===== config.mk =====
export PLATFORM = sky130hd
export DESIGN_NAME = npu_sequencer
export DESIGN_NICKNAME = d
export VERILOG_FILES = /design/src/rtl/npu_sequencer_pkg.sv /design/src/rtl/npu_sequencer_addr_gen.sv /design/src/rtl/npu_sequencer.sv
export SDC_FILE = /design/constraint.sdc
export NUM_CORES = 1
export LEC_CHECK = 0
export ABC_AREA = 1
export BUFFER_PORTS_ARGS = -buffer_cell sky130_fd_sc_hd__buf_2
export CAP_MARGIN = 20
export CORE_MARGIN = 5
export CORE_UTILIZATION = 35
export CTS_BUF_LIST = sky130_fd_sc_hd__clkbuf_16
export CTS_CLUSTER_DIAMETER = 120
export DETAILED_ROUTE_END_ITERATION = 6
export SKIP_LAST_GASP = 1
export SLEW_MARGIN = 20
export SYNTH_ARGS = -nofsm -noshare
export SYNTH_HDL_FRONTEND = slang
export SYNTH_SLANG_ARGS = --single-unit

===== constraint.sdc =====
create_clock -name clk -period 11.3 [get_ports clk]
set_input_delay 0.565 -clock clk [delete_from_list [all_inputs] [get_ports clk]]
set_output_delay 0.565 -clock clk [all_outputs]
set_load 0.005 [all_outputs]

===== src/rtl/npu_sequencer_pkg.sv =====
// Shared op codes, parameter-register selects and FSM state encoding for the NPU sequencer.
// Latency: none (definitions only).
// Backpressure: none (definitions only).
package pkg_npu_seq;

    typedef enum logic [2:0] {
        ST_IDLE,
        ST_CLEAR,
        ST_STREAM,
        ST_DRAIN,
        ST_WB,
        ST_MOVE,
        ST_MTAIL
    } seq_state_e;

    localparam logic [3:0] OP_OS   = 4'b0000;
    localparam logic [3:0] OP_MOVE = 4'b0001;
    localparam logic [3:0] OP_WREG = 4'b1100;
    localparam logic [3:0] OP_PERF = 4'b1101;

    localparam logic [1:0] SEL_K   = 2'd0;
    localparam logic [1:0] SEL_LEN = 2'd1;
    localparam logic [1:0] SEL_SRC = 2'd2;
    localparam logic [1:0] SEL_DST = 2'd3;

    // 4'b10xx codes are reserved slots that are accepted and ignored.
    function automatic logic op_is_nop(input logic [3:0] op);
        return op[3:2] == 2'b10;
    endfunction

endpackage


===== src/rtl/npu_sequencer_addr_gen.sv =====
// Address/counter generator: emits base+i for i=0..len-1, one address per cycle after start.
// Latency: first address valid the cycle after start_i; len=0 starts are ignored.
// Backpressure: none; runs to completion once started.
module npu_seq_addr_gen #(
    parameter int ADDR_WIDTH = 32,
    parameter int CNT_W      = 16
) (
    input  logic                  clk,
    input  logic                  rst_i,
    input  logic                  start_i,
    input  logic [CNT_W-1:0]      base_i,
    input  logic [CNT_W-1:0]      len_i,
    output logic [ADDR_WIDTH-1:0] addr_o,
    output logic                  valid_o,
    output logic                  last_o
);

    // Sum is formed at the wider of the two widths so the base is zero-extended
    // before the add and the result wraps modulo 2^ADDR_WIDTH.
    localparam int SW = (ADDR_WIDTH > CNT_W) ? ADDR_WIDTH : CNT_W;

    logic [CNT_W-1:0] base_q;
    logic [CNT_W-1:0] len_q;
    logic [CNT_W-1:0] idx_q;
    logic             valid_q;
    logic [SW-1:0]    sum;

    always_ff @(posedge clk or posedge rst_i) begin
        if (rst_i) begin
            base_q  <= '0;
            len_q   <= '0;
            idx_q   <= '0;
            valid_q <= 1'b0;
        end else if (start_i && (len_i != '0)) begin
            base_q  <= base_i;
            len_q   <= len_i;
            idx_q   <= '0;
            valid_q <= 1'b1;
        end else if (valid_q) begin
            if (last_o) begin
                valid_q <= 1'b0;
            end else begin
                idx_q <= idx_q + CNT_W'(1);
            end
        end
    end

    assign last_o  = valid_q && (idx_q == (len_q - CNT_W'(1)));
    assign sum     = SW'(base_q) + SW'(idx_q);
    assign addr_o  = valid_q ? sum[ADDR_WIDTH-1:0] : '0;
    assign valid_o = valid_q;

endmodule


===== src/rtl/npu_sequencer.sv =====
// NPU op sequencer: OS compute (clear/stream/drain/writeback) and data move; NPU_SEQ_PERF_EN adds a busy-cycle counter.
// Latency: OS takes 1+K+(K>0)+ARRAY_DIM cycles, move LEN+1 cycles; done_o pulses on return to IDLE.
// Backpressure: cmd_ready_o only in IDLE; commands while busy are dropped and flagged on err_o.
module npu_sequencer
    import pkg_npu_seq::*;
#(
    parameter int DWidth     = 8,
    parameter int ADDR_WIDTH = 32,
    parameter int ARRAY_DIM  = 4,
    parameter int CNT_W      = 16
) (
    input  logic                  clk,
    input  logic                  rst_i,
    input  logic                  cmd_valid_i,
    output logic                  cmd_ready_o,
    input  logic [3:0]            cmd_op_i,
    input  logic [1:0]            cmd_sel_i,
    input  logic [CNT_W-1:0]      cmd_wdata_i,
    output logic                  mem_ren_o,
    output logic [ADDR_WIDTH-1:0] mem_raddr_o,
    output logic                  pe_en_o,
    output logic                  pe_clr_o,
    output logic                  omem_wen_o,
    output logic [ADDR_WIDTH-1:0] omem_waddr_o,
    output logic                  busy_o,
    output logic                  done_o,
    output logic                  err_o
`ifdef NPU_SEQ_PERF_EN
    ,
    output logic [31:0]           perf_cycles_o
`endif
);

    if (DWidth < 1 || ARRAY_DIM < 1) begin : g_param_chk
        $error("npu_sequencer: DWidth and ARRAY_DIM must be at least 1");
    end

    seq_state_e       state_q;
    logic [CNT_W-1:0] k_q, len_q, src_q, dst_q;
    logic             pe_clr_q, pe_en_q, done_q, err_q, mv_first_q;

    logic             accept, op_ok;
    logic             rd_start, rd_vld, rd_last;
    logic             wr_start, wr_vld, wr_last;
    logic [CNT_W-1:0] rd_len, wr_len;

    assign accept = cmd_valid_i && (state_q == ST_IDLE);

    always_comb begin
        op_ok = (cmd_op_i == OP_OS) || (cmd_op_i == OP_MOVE) ||
                op_is_nop(cmd_op_i) || (cmd_op_i == OP_WREG);
`ifdef NPU_SEQ_PERF_EN
        if (cmd_op_i == OP_PERF) op_ok = 1'b1;
`endif
    end

    // Reads start in CLEAR for OS (so STREAM sees the first address) and at
    // acceptance for a move; writes trail a move's reads by exactly one cycle.
    assign rd_start = (state_q == ST_CLEAR) || (accept && (cmd_op_i == OP_MOVE));
    assign rd_len   = (state_q == ST_CLEAR) ? k_q : len_q;
    assign wr_start = (state_q == ST_DRAIN) || ((state_q == ST_CLEAR) && (k_q == '0)) ||
                      mv_first_q;
    assign wr_len   = mv_first_q ? len_q : CNT_W'(ARRAY_DIM);

    npu_seq_addr_gen #(.ADDR_WIDTH(ADDR_WIDTH), .CNT_W(CNT_W)) u_rd_gen (
        .clk     (clk),
        .rst_i   (rst_i),
        .start_i (rd_start),
        .base_i  (src_q),
        .len_i   (rd_len),
        .addr_o  (mem_raddr_o),
        .valid_o (rd_vld),
        .last_o  (rd_last)
    );

    npu_seq_addr_gen #(.ADDR_WIDTH(ADDR_WIDTH), .CNT_W(CNT_W)) u_wr_gen (
        .clk     (clk),
        .rst_i   (rst_i),
        .start_i (wr_start),
        .base_i  (dst_q),
        .len_i   (wr_len),
        .addr_o  (omem_waddr_o),
        .valid_o (wr_vld),
        .last_o  (wr_last)
    );

    always_ff @(posedge clk or posedge rst_i) begin
        if (rst_i) begin
            state_q    <= ST_IDLE;
            k_q        <= '0;
            len_q      <= '0;
            src_q      <= '0;
            dst_q      <= '0;
            pe_clr_q   <= 1'b0;
            pe_en_q    <= 1'b0;
            done_q     <= 1'b0;
            err_q      <= 1'b0;
            mv_first_q <= 1'b0;
        end else begin
            pe_clr_q   <= 1'b0;
            done_q     <= 1'b0;
            mv_first_q <= 1'b0;
            err_q      <= (cmd_valid_i && (state_q != ST_IDLE)) || (accept && !op_ok);
            // PE accumulate follows compute-stream reads only; move reads bypass the array.
            pe_en_q    <= rd_vld && (state_q == ST_STREAM);
            case (state_q)
                ST_IDLE: begin
                    if (accept) begin
                        case (cmd_op_i)
                            OP_OS: begin
                                state_q  <= ST_CLEAR;
                                pe_clr_q <= 1'b1;
                            end
                            OP_MOVE: begin
                                if (len_q == '0) begin
                                    done_q <= 1'b1;
                                end else begin
                                    state_q    <= ST_MOVE;
                                    mv_first_q <= 1'b1;
                                end
                            end
                            OP_WREG: begin
                                case (cmd_sel_i)
                                    SEL_K:   k_q   <= cmd_wdata_i;
                                    SEL_LEN: len_q <= cmd_wdata_i;
                                    SEL_SRC: src_q <= cmd_wdata_i;
                                    SEL_DST: dst_q <= cmd_wdata_i;
                                endcase
                            end
                            default: ;
                        endcase
                    end
                end
                ST_CLEAR:  state_q <= (k_q == '0) ? ST_WB : ST_STREAM;
                ST_STREAM: if (rd_last) state_q <= ST_DRAIN;
                ST_DRAIN:  state_q <= ST_WB;
                ST_WB: begin
                    if (wr_last) begin
                        state_q <= ST_IDLE;
                        done_q  <= 1'b1;
                    end
                end
                ST_MOVE:   if (rd_last) state_q <= ST_MTAIL;
                ST_MTAIL: begin
                    state_q <= ST_IDLE;
                    done_q  <= 1'b1;
                end
                default:   state_q <= ST_IDLE;
            endcase
        end
    end

`ifdef NPU_SEQ_PERF_EN
    logic [31:0] perf_q;

    always_ff @(posedge clk or posedge rst_i) begin
        if (rst_i) begin
            perf_q <= '0;
        end else if (accept && (cmd_op_i == OP_PERF) && (cmd_sel_i == SEL_DST)) begin
            perf_q <= '0;
        end else if (busy_o && (perf_q != '1)) begin
            perf_q <= perf_q + 32'd1;
        end
    end

    assign perf_cycles_o = perf_q;
`endif

    assign cmd_ready_o = (state_q == ST_IDLE);
    assign busy_o      = (state_q != ST_IDLE);
    assign mem_ren_o   = rd_vld;
    assign omem_wen_o  = wr_vld;
    assign pe_en_o     = pe_en_q;
    assign pe_clr_o    = pe_clr_q;
    assign done_o      = done_q;
    assign err_o       = err_q;

endmodule


Yosys cells after proc, flatten, opt, wreduce, memory -nomap -nowiden. Index checks and enable logic that the tools add are counted.

Bits in registers: 170. Logic and storage cells: 117.

Add/subtract/negate cells: 6. Equal/unequal tests: 22. Multiplexer cells: 36. Reductions and logical operators: 35.

Operators by type and width (count): $mux 16 (8); $mux 32 (2); $add 16x16->17 (2); $add 16x1->16 const B (2); $eq 16x16->1 (2); $logic_not 16->1 (2); $reduce_bool 16->1 (2); $sub 16x1->16 const B (2); $mux 3 (6); $pmux 3 s6 (1); $mux 1 (17); $reduce_and 4->1 (4); $logic_and 1x1->1 (10); $eq 3x3->1 const B (3); $logic_or 1x1->1 (7); $eq 2x2->1 const B (3); $eq 3x2->1 const B (2); $ne 2x1->1 const B (3); $ne 2x2->1 const B (3); $pmux 3 s2 (1); $reduce_and 6->1 (1); $eq 4x1->1 const B (1); $eq 4x4->1 const B (1); $logic_not 4->1 (1); 11 further kinds (13).

Longest topological paths before layout.
Word-level depth: 7. Depth in mapped cells: 17. Gate-level depth less buffers: 17.

Hierarchy. From an unflattened synthesis, not the netlist that was laid out.

Cells, all modules: 1476. Area total of the unflattened synthesis: 11395.9 sq um.

Modules (own cells, without submodules): npu_seq_addr_gen (instances 2, cells an instance 531, area an instance 3942.5 sq um); npu_sequencer (instances 1, cells an instance 414, area an instance 3510.9 sq um).

Worst setup path before layout. Ideal clock, no wire load.

Kind: reg2out. Start: register u_rd_gen.idx_q[0]. End: output port mem_raddr_o[10]. Arrival time: 2.074 ns. Required time: 10.735 ns. Slack: 8.661 ns. Cell stages (with the launch flop): 16. Path buffers: 0. Cell sequence: dfrtp_1 ha_1 fa_1 nand2_1 inv_1 o21ai_0 nand2_1 nand2_1 nand2_1 nand2_1 nand2_1 a21oi_1 o21ai_0 nand2_1 nand2_1 nor2_1.

Word-level cells in the longest chain between the ends: 2.

RTL lines: start, declared (line npu_sequencer_addr_gen.sv:24) `logic [CNT_W-1:0] idx_q;`; start signal, assigned (line npu_sequencer_addr_gen.sv:43) `idx_q <= idx_q + CNT_W'(1);`; $add 16x16->17 (line npu_sequencer_addr_gen.sv:49) `assign sum = SW'(base_q) + SW'(idx_q);`; $mux 32 (line npu_sequencer_addr_gen.sv:50) `assign addr_o = valid_q ? sum[ADDR_WIDTH-1:0] : '0;`; end, declared (line npu_sequencer.sv:20) `output logic [ADDR_WIDTH-1:0] mem_raddr_o,`.

No other way between the ends.

Worst setup path in the final report. Ends and elaborated chain as after synthesis.

==> flow_metrics.tcl <==
set metrics [dict create \
    synth_flop_cell "dfrtp_1" \
    worst_pin_slew_ns 0.980 \
    layout-drive-gt1-share_pct 11.2 \
    slew_violations 0 \
    diodes 0 \
    via_count 9312 \
    dp_hpwl_um 21500 \
    cts_sinks 170 \
    p_leak_uw 0.00600 \
    regArea_mm2 0.00425 \
    ys_types 42 \
    grt_pass1_vias 8706 \
    start_kind "register" \
    rows 64 \
    cp.arrival_ns 2.93 \
    synth_cells 1445 \
    grt-ovfl-total 0 \
    ir_drop_v 0.000106 \
    min_period_ns 3.50 \
    antenna_found_initial 0 \
    dr.pass1.iters 5 \
    fin_hold_ws_ns 0.0965 \
    cts_tree "done" \
    drt-initial-drc-count 692 \
    finClkSkew_ns 0.0125 \
    worstSetupPathType "reg -> out" \
    setup_viol 0 \
    fin_nets 1559 \
    antenna_left 0 \
    place.gp.congestion 0.893 \
    hp-class "in -> async" \
    clkLatencyLatePin_ns 0.43 \
    async_flop_share_pct 100 \
    hold_violations 0 \
    crit_fanout 7 \
    wl_um 28300 \
    wire_per_inst_um 14.9 \
    ys_seq_area_share_pct 39.8 \
    status "completed" \
    fin_crit_sh_pct 31.0 \
    netlist_area_mm2 0.0107 \
    start_util_pct 35.2 \
    coreArea_mm2 0.0303 \
    post_cts_buffers 0 \
    grt_first_pass_wirelength_um 45800 \
    area_growth_pct 11.3 \
    maxCapViolations 0 \
    maxSlewHeadroom_pct 34.6 \
    tns_ns 0 \
    cts_resized 0 \
    avgSynthCellArea_um2 7.39 \
    fin_total_pwr_uw 2730 \
    cts_inserted_buffers 17 \
    die-height_um 185 \
    synth_edf_count 0 \
    ys_seq_elements 170 \
    clock-root-buffer "clkbuf_16" \
    multiInputGateArea_mm2 0.00551 \
    hold_buffers 0 \
    nFillCells 3107 \
    port_buffers 66 \
    clockBufferDepth 2 \
    r2r_cells 11 \
    crit_start "u_rd_gen.idx_q[0]$_DFFE_PP0P_" \
    die_w_um 185 \
    utilization_pct 39.2 \
    grtUsageTotal_pct 16.7 \
    ys_warn_count 0 \
    cts.reportedPaths.clkPinSlew_ns 0.07 \
    pwr_density_cell_mw_per_mm2 229 \
    grt_start_max_net_pins 105 \
    cp_data_required_time_ns 10.74 \
    die_area_mm2 0.0341 \
    cp-end-kind "primary output" \
    rsz0062_at_grt "no" \
    drt-vias-per-instance 4.89 \
    post-route-drc-count 0 \
    io_pins 97 \
    fmax_mhz 286 \
    r2r-start "state_q[2]$_DFFE_PP0P_" \
    cts.htree.levels 4 \
]
## flip-flops by register name, summed over array words and instances, names as in the netlist, 3 cells and up
signal	flops
u_rd_gen.len_q	16
u_rd_gen.idx_q	16
len_q	16
u_rd_gen.base_q	16
u_wr_gen.base_q	16
u_wr_gen.idx_q	16
state_q	3
u_wr_gen.len_q	16
k_q	16
src_q	16
dst_q	16
## layout by cell type (no fill, tap or decap), types with 21 or more instances in the layout
| cell type | Yosys | routed |
|---|---|---|
| dfrtp_1 | 170 | 170 |
| xor2_1 | 40 | 40 |
| nand2_1 | 421 | 421 |
| a21oi_1 | 57 | 57 |
| o21ai_2 | 21 | 21 |
| nand3_1 | 86 | 86 |
| nor2_1 | 110 | 109 |
| nand4_1 | 28 | 28 |
| ha_1 | 36 | 36 |
| inv_1 | 144 | 143 |
| buf_2 | 13 | 66 |
| o21ai_0 | 117 | 117 |
| conb_1 | 1 | 30 |
| o21ai_1 | 30 | 30 |
## stage by stage
stage,cells,area [um^2],worst slack (ns)
floorplan,1474,10800,6.13
global placement,1869,11200,8.18
detailed placement,1869,11200,8.09
CTS,1899,11800,7.78
global route,1903,11900,7.48
finish,1903,11900,7.80
## layer usage
metal  routed length [um]  global-route usage (%)  part of all wire, %
met3                 1260                    2.72                  4.5
met1                13900                    24.2                   49
met5                    0                       0                    0
met4                  382                    4.26                  1.4
met2                12700                    26.3                   45
## worst paths after layout
check	slack, ns	to
min in group clk	0.34	pe_clr_o$_DFF_PP0_
worst min register to register	0.46	u_wr_gen.base_q[15]$_DFFE_PP0P_
max in group asynchronous	10.03	u_wr_gen.len_q[6]$_DFFE_PP0P_
worst max-delay path	7.80	mem_raddr_o[10]
worst min-delay path	0.1	done_o$_DFF_PP0_
worst max register to register	8.05	u_rd_gen.idx_q[13]$_DFFE_PP0P_
## synthesized netlist by cell type (20+ instances only)
library cell / count / area share [%]
buf_4: 33 / 2.3
o21ai_0: 117 / 5.5
o21ai_2: 21 / 1.7
o21ai_1: 30 / 1.4
a21oi_1: 57 / 2.7
clkbuf_1: 20 / 0.70
nand4_1: 28 / 1.6
nor2_1: 110 / 3.9
nand2_1: 421 / 15
nand3_1: 86 / 4.0
inv_1: 144 / 5.1
ha_1: 36 / 4.2
dfrtp_1: 170 / 40
xor2_1: 40 / 3.3
## area by class of cell
type | instances | area share, %
Tap cell | 396 | 4.17
Inverter | 156 | 4.97
Timing Repair Buffer | 74 | 3.55
Sequential cell | 170 | 35.8
Clock buffer | 17 | 3.58
Clock inverter | 13 | 1.62
Multi-Input combinational cell | 1077 | 46.3
## power by group
group	switching, uW	internal [uW]
Combinational	783	429
Sequential	154	739
Clock	250	370
## critical path: stages, from the launching register on
cell,delay (ns)
dfrtp_1,0.48
ha_1,0.27
fa_1,0.39
nand2_1,0.07
inv_1,0.04
o21ai_0,0.15
nand2_1,0.13
nand2_1,0.08
nand2_1,0.05
nand2_1,0.06
nand2_1,0.10
a21oi_1,0.22
o21ai_0,0.14
nand2_1,0.08
nand2_1,0.04
nor2_1,0.10
buf_2,0.11
## logic make-up (layout without fill, tap and decap cells)
family	count (synthesis)	after routing	synth area share (%)
AND/OR/NAND/NOR	706	706	28.4
AO/OA/AOI/OAI	245	245	12.7
buffers and inverters	227	260	9.64
flip-flops	170	170	39.8
XOR/XNOR	58	58	4.82
adder cells (fa/ha/maj)	38	38	4.59
other	1	30	0.0351
No activity file was read; power rests on OpenSTA's default activity.
